`src/rtl/cache_port_arbiter.sv`:
```
// cache_port_arbiter: round-robin sharing of one memory port between two
// masters. One transaction is outstanding at a time, and its downstream
// fields are held in registers. A watchdog ends any transaction whose
// acknowledge never arrives.
module cache_port_arbiter #(
   parameter int ADDR_W  = 32,
   parameter int DATA_W  = 32,
   parameter int TIMEOUT = 255
) (
   input  logic              clk,
   input  logic              rst_n,
   input  logic              r0_req,
   input  logic              r0_we,
   input  logic [ADDR_W-1:0] r0_addr,
   input  logic [DATA_W-1:0] r0_wdata,
   output logic              r0_done,
   output logic              r0_err,
   output logic [DATA_W-1:0] r0_rdata,
   input  logic              r1_req,
   input  logic              r1_we,
   input  logic [ADDR_W-1:0] r1_addr,
   input  logic [DATA_W-1:0] r1_wdata,
   output logic              r1_done,
   output logic              r1_err,
   output logic [DATA_W-1:0] r1_rdata,
   output logic              m_req,
   output logic              m_we,
   output logic [ADDR_W-1:0] m_addr,
   output logic [DATA_W-1:0] m_wdata,
   input  logic              m_ack,
   input  logic [DATA_W-1:0] m_rdata,
   output logic              busy,
   output logic              owner
);

   typedef enum logic [1:0] {IDLE, ISSUE, DONE} state_t;

   // The counter holds the number of ISSUE cycles already spent, so the
   // abort fires in the TIMEOUT-th ISSUE cycle.
   localparam logic [7:0] CNT_LAST = 8'(TIMEOUT - 1);

   state_t            state;
   logic [7:0]        cnt;
   logic              grant;
   logic              resp_err;
   logic [DATA_W-1:0] resp_data;

   // Round-robin pick: on a tie, the requester that did not go last wins.
   always_comb begin
      grant = 1'b0;
      if (r0_req && r1_req) begin
         grant = ~owner;
      end else if (r1_req) begin
         grant = 1'b1;
      end
   end

   // Response for the current ISSUE cycle. A write or a timeout returns zero data.
   always_comb begin
      resp_err  = ~m_ack;
      resp_data = '0;
      if (m_ack && !m_we) begin
         resp_data = m_rdata;
      end
   end

   // Sequencer: grant, hold the downstream request, then pulse done to the owner.
   always_ff @(posedge clk or negedge rst_n) begin
      if (!rst_n) begin
         state    <= IDLE;
         owner    <= 1'b1;
         cnt      <= '0;
         busy     <= 1'b0;
         m_req    <= 1'b0;
         m_we     <= 1'b0;
         m_addr   <= '0;
         m_wdata  <= '0;
         r0_done  <= 1'b0;
         r1_done  <= 1'b0;
         r0_err   <= 1'b0;
         r1_err   <= 1'b0;
         r0_rdata <= '0;
         r1_rdata <= '0;
      end else begin
         case (state)
            IDLE: begin
               if (r0_req || r1_req) begin
                  owner   <= grant;
                  m_we    <= grant ? r1_we    : r0_we;
                  m_addr  <= grant ? r1_addr  : r0_addr;
                  m_wdata <= grant ? r1_wdata : r0_wdata;
                  m_req   <= 1'b1;
                  busy    <= 1'b1;
                  cnt     <= '0;
                  state   <= ISSUE;
               end
            end
            ISSUE: begin
               if (m_ack || (cnt == CNT_LAST)) begin
                  m_req <= 1'b0;
                  state <= DONE;
                  if (owner) begin
                     r1_done  <= 1'b1;
                     r1_err   <= resp_err;
                     r1_rdata <= resp_data;
                  end else begin
                     r0_done  <= 1'b1;
                     r0_err   <= resp_err;
                     r0_rdata <= resp_data;
                  end
               end else begin
                  cnt <= cnt + 8'd1;
               end
            end
            DONE: begin
               r0_done <= 1'b0;
               r1_done <= 1'b0;
               r0_err  <= 1'b0;
               r1_err  <= 1'b0;
               busy    <= 1'b0;
               state   <= IDLE;
            end
            default: begin
               m_req <= 1'b0;
               busy  <= 1'b0;
               state <= IDLE;
            end
         endcase
      end
   end

endmodule

```
`config.mk`:
```
export PLATFORM = sky130hd
export DESIGN_NAME = cache_port_arbiter
export DESIGN_NICKNAME = d
export VERILOG_FILES = /design/src/rtl/cache_port_arbiter.sv
export SDC_FILE = /design/constraint.sdc
export NUM_CORES = 1
export LEC_CHECK = 0
export CORE_UTILIZATION = 23
export CTS_BUF_LIST = sky130_fd_sc_hd__clkbuf_4
export DETAILED_ROUTE_END_ITERATION = 7
export PLACE_DENSITY = 0.51
export RECOVER_POWER = 25
export SLEW_MARGIN = 20
export SYNTH_ARGS = -nofsm -noshare
export SYNTH_HDL_FRONTEND = slang
export SYNTH_SLANG_ARGS = --single-unit
```
`constraint.sdc`:
```
create_clock -name clk -period 2.55 [get_ports clk]
set_input_delay 0.6375 -clock clk [delete_from_list [all_inputs] [get_ports clk]]
set_output_delay 0.6375 -clock clk [all_outputs]
set_load 0.01 [all_outputs]
```
==> results.toml <==
[status]
status = "complete, no violations"

[logic_synthesis]
yosysTopAreaCellShare_pct = 56.6
synth_area_leaders = "dfrtp_1 (57%), mux2i_1 (10%), o2bb2ai_1 (7.4%)"
synth-edff-count = 0
synth-seq-cells = 146
synth_area_um2 = 6410
post-synth-top-area-cell = "dfrtp_1"
synth-seq-area-share_pct = 57.0
synth_most_common_cell = "dfrtp_1"
synthCells = 550
netlist_top_cells_count = "dfrtp_1 (145), nand2_1 (76), o21ai_1 (70)"
synth-warning-count = 0
ys_types = 40
ys.flop_type = "dfrtp_1"
ys_async_sr_fraction_pct = 100
syn_nets = 719
synth_area_per_cell_um2 = 11.7

[route]
drcViolationCount = 0
via_per_inst = 4.28
drtPass1Iterations = 4
drt-initial-drc-count = 229
ant_nets = 0
drt-total-wl_um = 20700
wl_per_cell_um = 16.7
vias = 5306

[placed_design]
place_area_um2 = 9980
place.gp.congestion = 0.726
dp_cells = 1207
io_buffers = 302
dp_hpwl_um = 14800

[cts]
cts_resized = 0
clockBufferDepth = 2
root_buffer = "clkbuf_4"
clk_pin_slew_ns = 0.13
cts_sinks = 146
cts_tree = "built"
cts_made_buffers = 17
clkLatencyLatePin_ns = 0.53
htreeDepth = 4

[setup_path]
crit_chain = "clkdlybuf4s50_1"
cpPeakStageDelay_ns = 0.62
cp.required_ns = 1.91
path_class = "flop to primary output"
cp_slowest_cell = "clkdlybuf4s50_1"
crit_path_start = "owner$_DFFE_PN1P_"
critPathArrivalTime_ns = 1.70
cp_top_family = "buffers and inverters"
regToRegStartpoint = "cnt[0]$_DFFE_PN0P_"
cp.buffers_inverters = 1
end_kind = "primary output"
cp_max_fo = 2
worstSetupStartpointType = "flop"

[worst_hold_path]
hp-class = "flop to flop"
min_from = "r0_done$_DFFE_PN0P_"

[timing]
maxSlewViolCount = 0
fin_crit_ns = 2.34
tightest_slew_ns = 1.40
rsz0062_at_grt = "no"
fin_crit_sh_pct = 91.6
hold_violations = 0
setup_tns_ns = 0
setup_viol = 0
max_freq_mhz = 428
relSlewSlack_pct = 6.80
clock_skew_ns = 0.0296

[die]
fp.dieW_um = 169
core.rowCount = 60
die_y_um = 169
io_pins = 303
die_area_um2 = 28600
start_util_pct = 23.6
core_um2 = 27200

[finish]
drive_above_1_share_pct = 8.87
final_util_pct = 38.0
layout-area-overhead-vs-synth_pct = 60.9
fin_cells = 1241
fin_area_um2 = 10300
nets = 1024

[power]
design_power_total_w = 0.0109
power.switching_w = 0.00394
sw_frac_of_total_pct = 36.1
internal_power_w = 0.00698
power_leakage_nw = 4.26
peakVddDrop_mv = 0.387
seq_power_share_pct = 35.6
power_frac_clock_pct = 16.4
power_density_nw_per_um2 = 1060
combPwrFrac_pct = 48.1

[grt]
grt_usage_pct = 14.8
grt_pass1_vias = 5655
grt_max_degree = 53
grt_antenna_before_repair = 2
grt_pass1_wl_um = 32400
grt-ovfl-total = 0

[run]
drv_cap = 0
power by group through the flow:
stage	sequential, W	combinational, W	clock (W)
2_1_floorplan	0.00429	0.00198	0
3_5_place_dp	0.00392	0.00534	0
5_1_grt	0.00403	0.00571	0.00198
6_report	0.00388	0.00525	0.00179
3_3_place_gp	0.00393	0.00535	0
4_1_cts	0.00390	0.00535	0.00189
what timing repair did:
action / CTS / global route
hold buffers: 1 / 0
setup endpoints to repair: 0 / 0
buffers inserted: 0 / 0
endpoints found under the hold margin: 29 / 0
registers in the layout, indices dropped and copies added, names as in the netlist, 2 cells and up:
register / count
r0_rdata: 32
state: 2
cnt: 8
m_addr: 32
m_wdata: 32
r1_rdata: 32
worst paths after layout:
path	end	slack, ns	cells after the start
worst max-delay path	owner	0.21	1
worst min register to register	r0_done$_DFFE_PN0P_	0.49	2
min in group asynchronous	r0_rdata[3]$_DFFE_PN0P_	0.95	2
worst max register to register	cnt[7]$_DFFE_PN0P_	0.75	6
worst min-delay path	r0_done$_DFFE_PN0P_	0.49	2
max in group asynchronous	owner$_DFFE_PN1P_	0.61	3
stage by stage:
stage | hold WS (ns) | setup slack, ns
2_1_floorplan | 0.342 | 0.898
3_3_place_gp | 0.464 | 0.213
3_5_place_dp | 0.463 | 0.183
4_1_cts | 0.494 | 0.115
5_1_grt | 0.516 | 0.0890
6_report | 0.488 | 0.214
layer usage:
| layer | GRT usage, % | wire (um) |
|---|---|---|
| met3 | 5.73 | 1840 |
| met4 | 3.56 | 219 |
| met2 | 24.0 | 9520 |
| met1 | 18.3 | 9140 |
| met5 | 0 | 0 |
tightest hold or removal path: stages (launching register included):
cell and delay, ns:
dfrtp_1 0.36, nand2_1 0.05, nand2_1 0.05
kinds of logic after synthesis:
logic type | Yosys count | synth area share [%]
AND/OR/NAND/NOR | 131 | 9.83
XOR/XNOR | 1 | 0.137
flip-flops | 146 | 57.0
adder cells (fa/ha/maj) | 2 | 0.390
buffers and inverters | 44 | 3.88
AO/OA/AOI/OAI | 160 | 18.5
multiplexers | 66 | 10.3
layout by cell type (no fill, tap or decap), types with 2 or more instances in the layout:
cell	netlist	routed
a21o_1	2	2
a21oi_1	6	6
a31oi_1	3	3
a32o_1	3	3
and3_1	2	2
buf_12	0	9
buf_4	11	15
bufinv_16	0	4
clkbuf_4	0	19
clkdlybuf4s50_1	0	301
clkinv_4	0	2
clkinvlp_4	0	2
dfrtp_1	145	145
ha_1	2	2
inv_1	3	3
inv_6	0	4
mux2i_1	66	66
nand2_1	76	76
nand2b_1	33	33
nand3_1	8	8
nor2_1	4	5
o21a_1	3	3
o21ai_1	70	70
o21ai_4	1	2
o2bb2ai_1	54	54
o2bb2ai_2	10	10
area by class of cell:
| class | instances | area (um2) |
|---|---|---|
| sequential | 146 | 3650 |
| tap | 372 | 465 |
| clock inverter | 13 | 199 |
| clock buffer | 19 | 143 |
| multi-input combinational | 360 | 2530 |
| inverter | 3 | 11.3 |
| fill | 2762 | 16900 |
| timing repair buffer | 327 | 3320 |
| antenna | 1 | 2.50 |
Power figures use the tool's default switching activity.
==> variant, RTL diff (config.mk and constraints unchanged) <==
Set the parameter `DATA_W` to 64 (it was 32).
--- a/src/rtl/cache_port_arbiter.sv
+++ b/src/rtl/cache_port_arbiter.sv
@@ -4,7 +4,7 @@
 // acknowledge never arrives.
 module cache_port_arbiter #(
    parameter int ADDR_W  = 32,
-   parameter int DATA_W  = 32,
+   parameter int DATA_W  = 64,
    parameter int TIMEOUT = 255
 ) (
    input  logic              clk,
Ports: changed (6 resized); port bits go from 303 to 495. The function was not compared with the original's and may differ.
==> variant against the unedited design <==
The run now ends with capacitance limit, slew limit left; total power grew 76%; first-iteration DRC count grew 52%; sequential cell count grew 96; worst setup slack lost 17 ps; sequential share of layout area grew 0.49 points; count of clock-buffer cells in the layout grew 97; worst hold slack lost 17 ps; wire length grew 70%; cell area grew 63%; synthesized area grew 57%; critical path depth is the same; clock power grew 120%.
==> variant: results (changes against the unedited design) <==
| Metric | Value |
|---|---|
| Run status | `finished with violations` |
| Failing checks | `capacitance limit, slew limit` |
| Worst Hold End | `cnt[7]` |
| Post-Synth XOR/XNOR Area | `0% (-0.14 points)` |
| Via/cell ratio | `4.47 (+4.4%)` |
| Iter 0 DRT Violations | `348 (+52%)` |
| Worst Clk Skew | `45.2 ps (+15.6 ps)` |
| Metal-1 WL | `13,900 µm (+53%)` |
| Pwr per Cell Area | `1140 nW/µm² (+7.5%)` |
| Fin nets | `1,614 (+58%)` |
| Post-synthesis sequential area ratio | `60.0% (+3.0 points)` |
| DP Cell Count | `1,859 (+54%)` |
| Post-synthesis mux area share | `9.91% (-0.39 points)` |
| CP peak stage delay | `590 ps (-30 ps)` |
| 1st-pass router iterations | `5 (+1)` |
| Layout cells sized above 1 | `13.3% (+4.5 points)` |
| Post-DP HPWL | `25,100 µm (+70%)` |
| Gpl congestion | `0.768 (+5.8%)` |
| Placement Setup Slack | `191 ps (+8.09 ps)` |
| Worst-margin pin slew | `1700 ps (+301 ps)` |
| Post-Synthesis Cells | `810 (+47%)` |
| Met3 wire len | `3670 µm (+99%)` |
| Top area cells in the synthesized netlist | `dfrtp_1, a32o_1, mux2i_1` |
| FF-to-FF setup slack | `550 ps (-200 ps)` |
| Max VDD drop | `0.430 mV (+11%)` |
| Slew Limit Fails | `54 (+54)` |
| R2R depth | `5 (-1)` |
| Max_cap viols | `1 (+1)` |
| Met2 WL | `16,900 µm (+78%)` |
| Hold Slack | `471 ps (-16.9 ps)` |
| Clock-pin transition on the worst setup and hold timing paths | `60 ps (-70 ps)` |
| Reg-to-Reg End | `r0_rdata[19]` |
| Clock Latency Late Sink | `700 ps (+170 ps)` |
| Vias in the first global route | `9,200 (+63%)` |
| Final WL | `35,300 µm (+70%)` |
| Initial antenna violation count | `1 (-1)` |
| Proportion of power drawn by flip-flops and latches | `34.0% (-1.6 points)` |
| Leakage | `7.12 nW (+67%)` |
| H-tree depth | `3 (-1)` |
| Adder-Cell Fraction of Synth Area | `0.248% (-0.14 points)` |
| R2R Path Start | `state[1]` |
| Worst hold stages | `1 (-1)` |
| P_clk | `3.96 mW (+120%)` |
| Final cell count without fillers | `1,989 (+60%)` |
| Compound-gate portion of the synthesized area | `19.0% (+0.53 points)` |
| HP Start | `cnt[7]` |
## variant: worst max path at each step
stage / cells past startpoint / endpoint / from / slack (ps)
floorplan: 6 / m_addr[21] / r1_req / 910
global placement: 6 / m_wdata[2] / r0_req / 240
detailed placement: 6 / m_addr[12] / r0_req / 190
CTS: 1 / m_we / m_we / 20
global route: 1 / m_we / m_we / 30
finish: 1 / m_we / m_we / 200
## variant: layout make-up
type,count,area [µm²]
flip-flops and latches,242,6060
clock buffers,116,871
clock inverters,12,101
well taps,585,732
fillers,4297,26300
multi-input cells,487,3610
inverters,4,15.0
repair buffers,542,5490
diodes,1,2.50
## variant: routing by layer
metal	vias to the layer above	track usage, %
li1	4178	-
met1	4242	17.7
met2	410	25.8
met3	51	6.30
met4	0	6.62
met5	-	0
## variant: what timing repair did
| action | CTS | global route |
|---|---|---|
| gates resized for setup | 2 | 0 |
| buffers inserted | 0 | 0 |
| hold buffers | 1 | 0 |
| hold endpoints to repair | 47 | 0 |
| setup endpoints to repair | 2 | 0 |
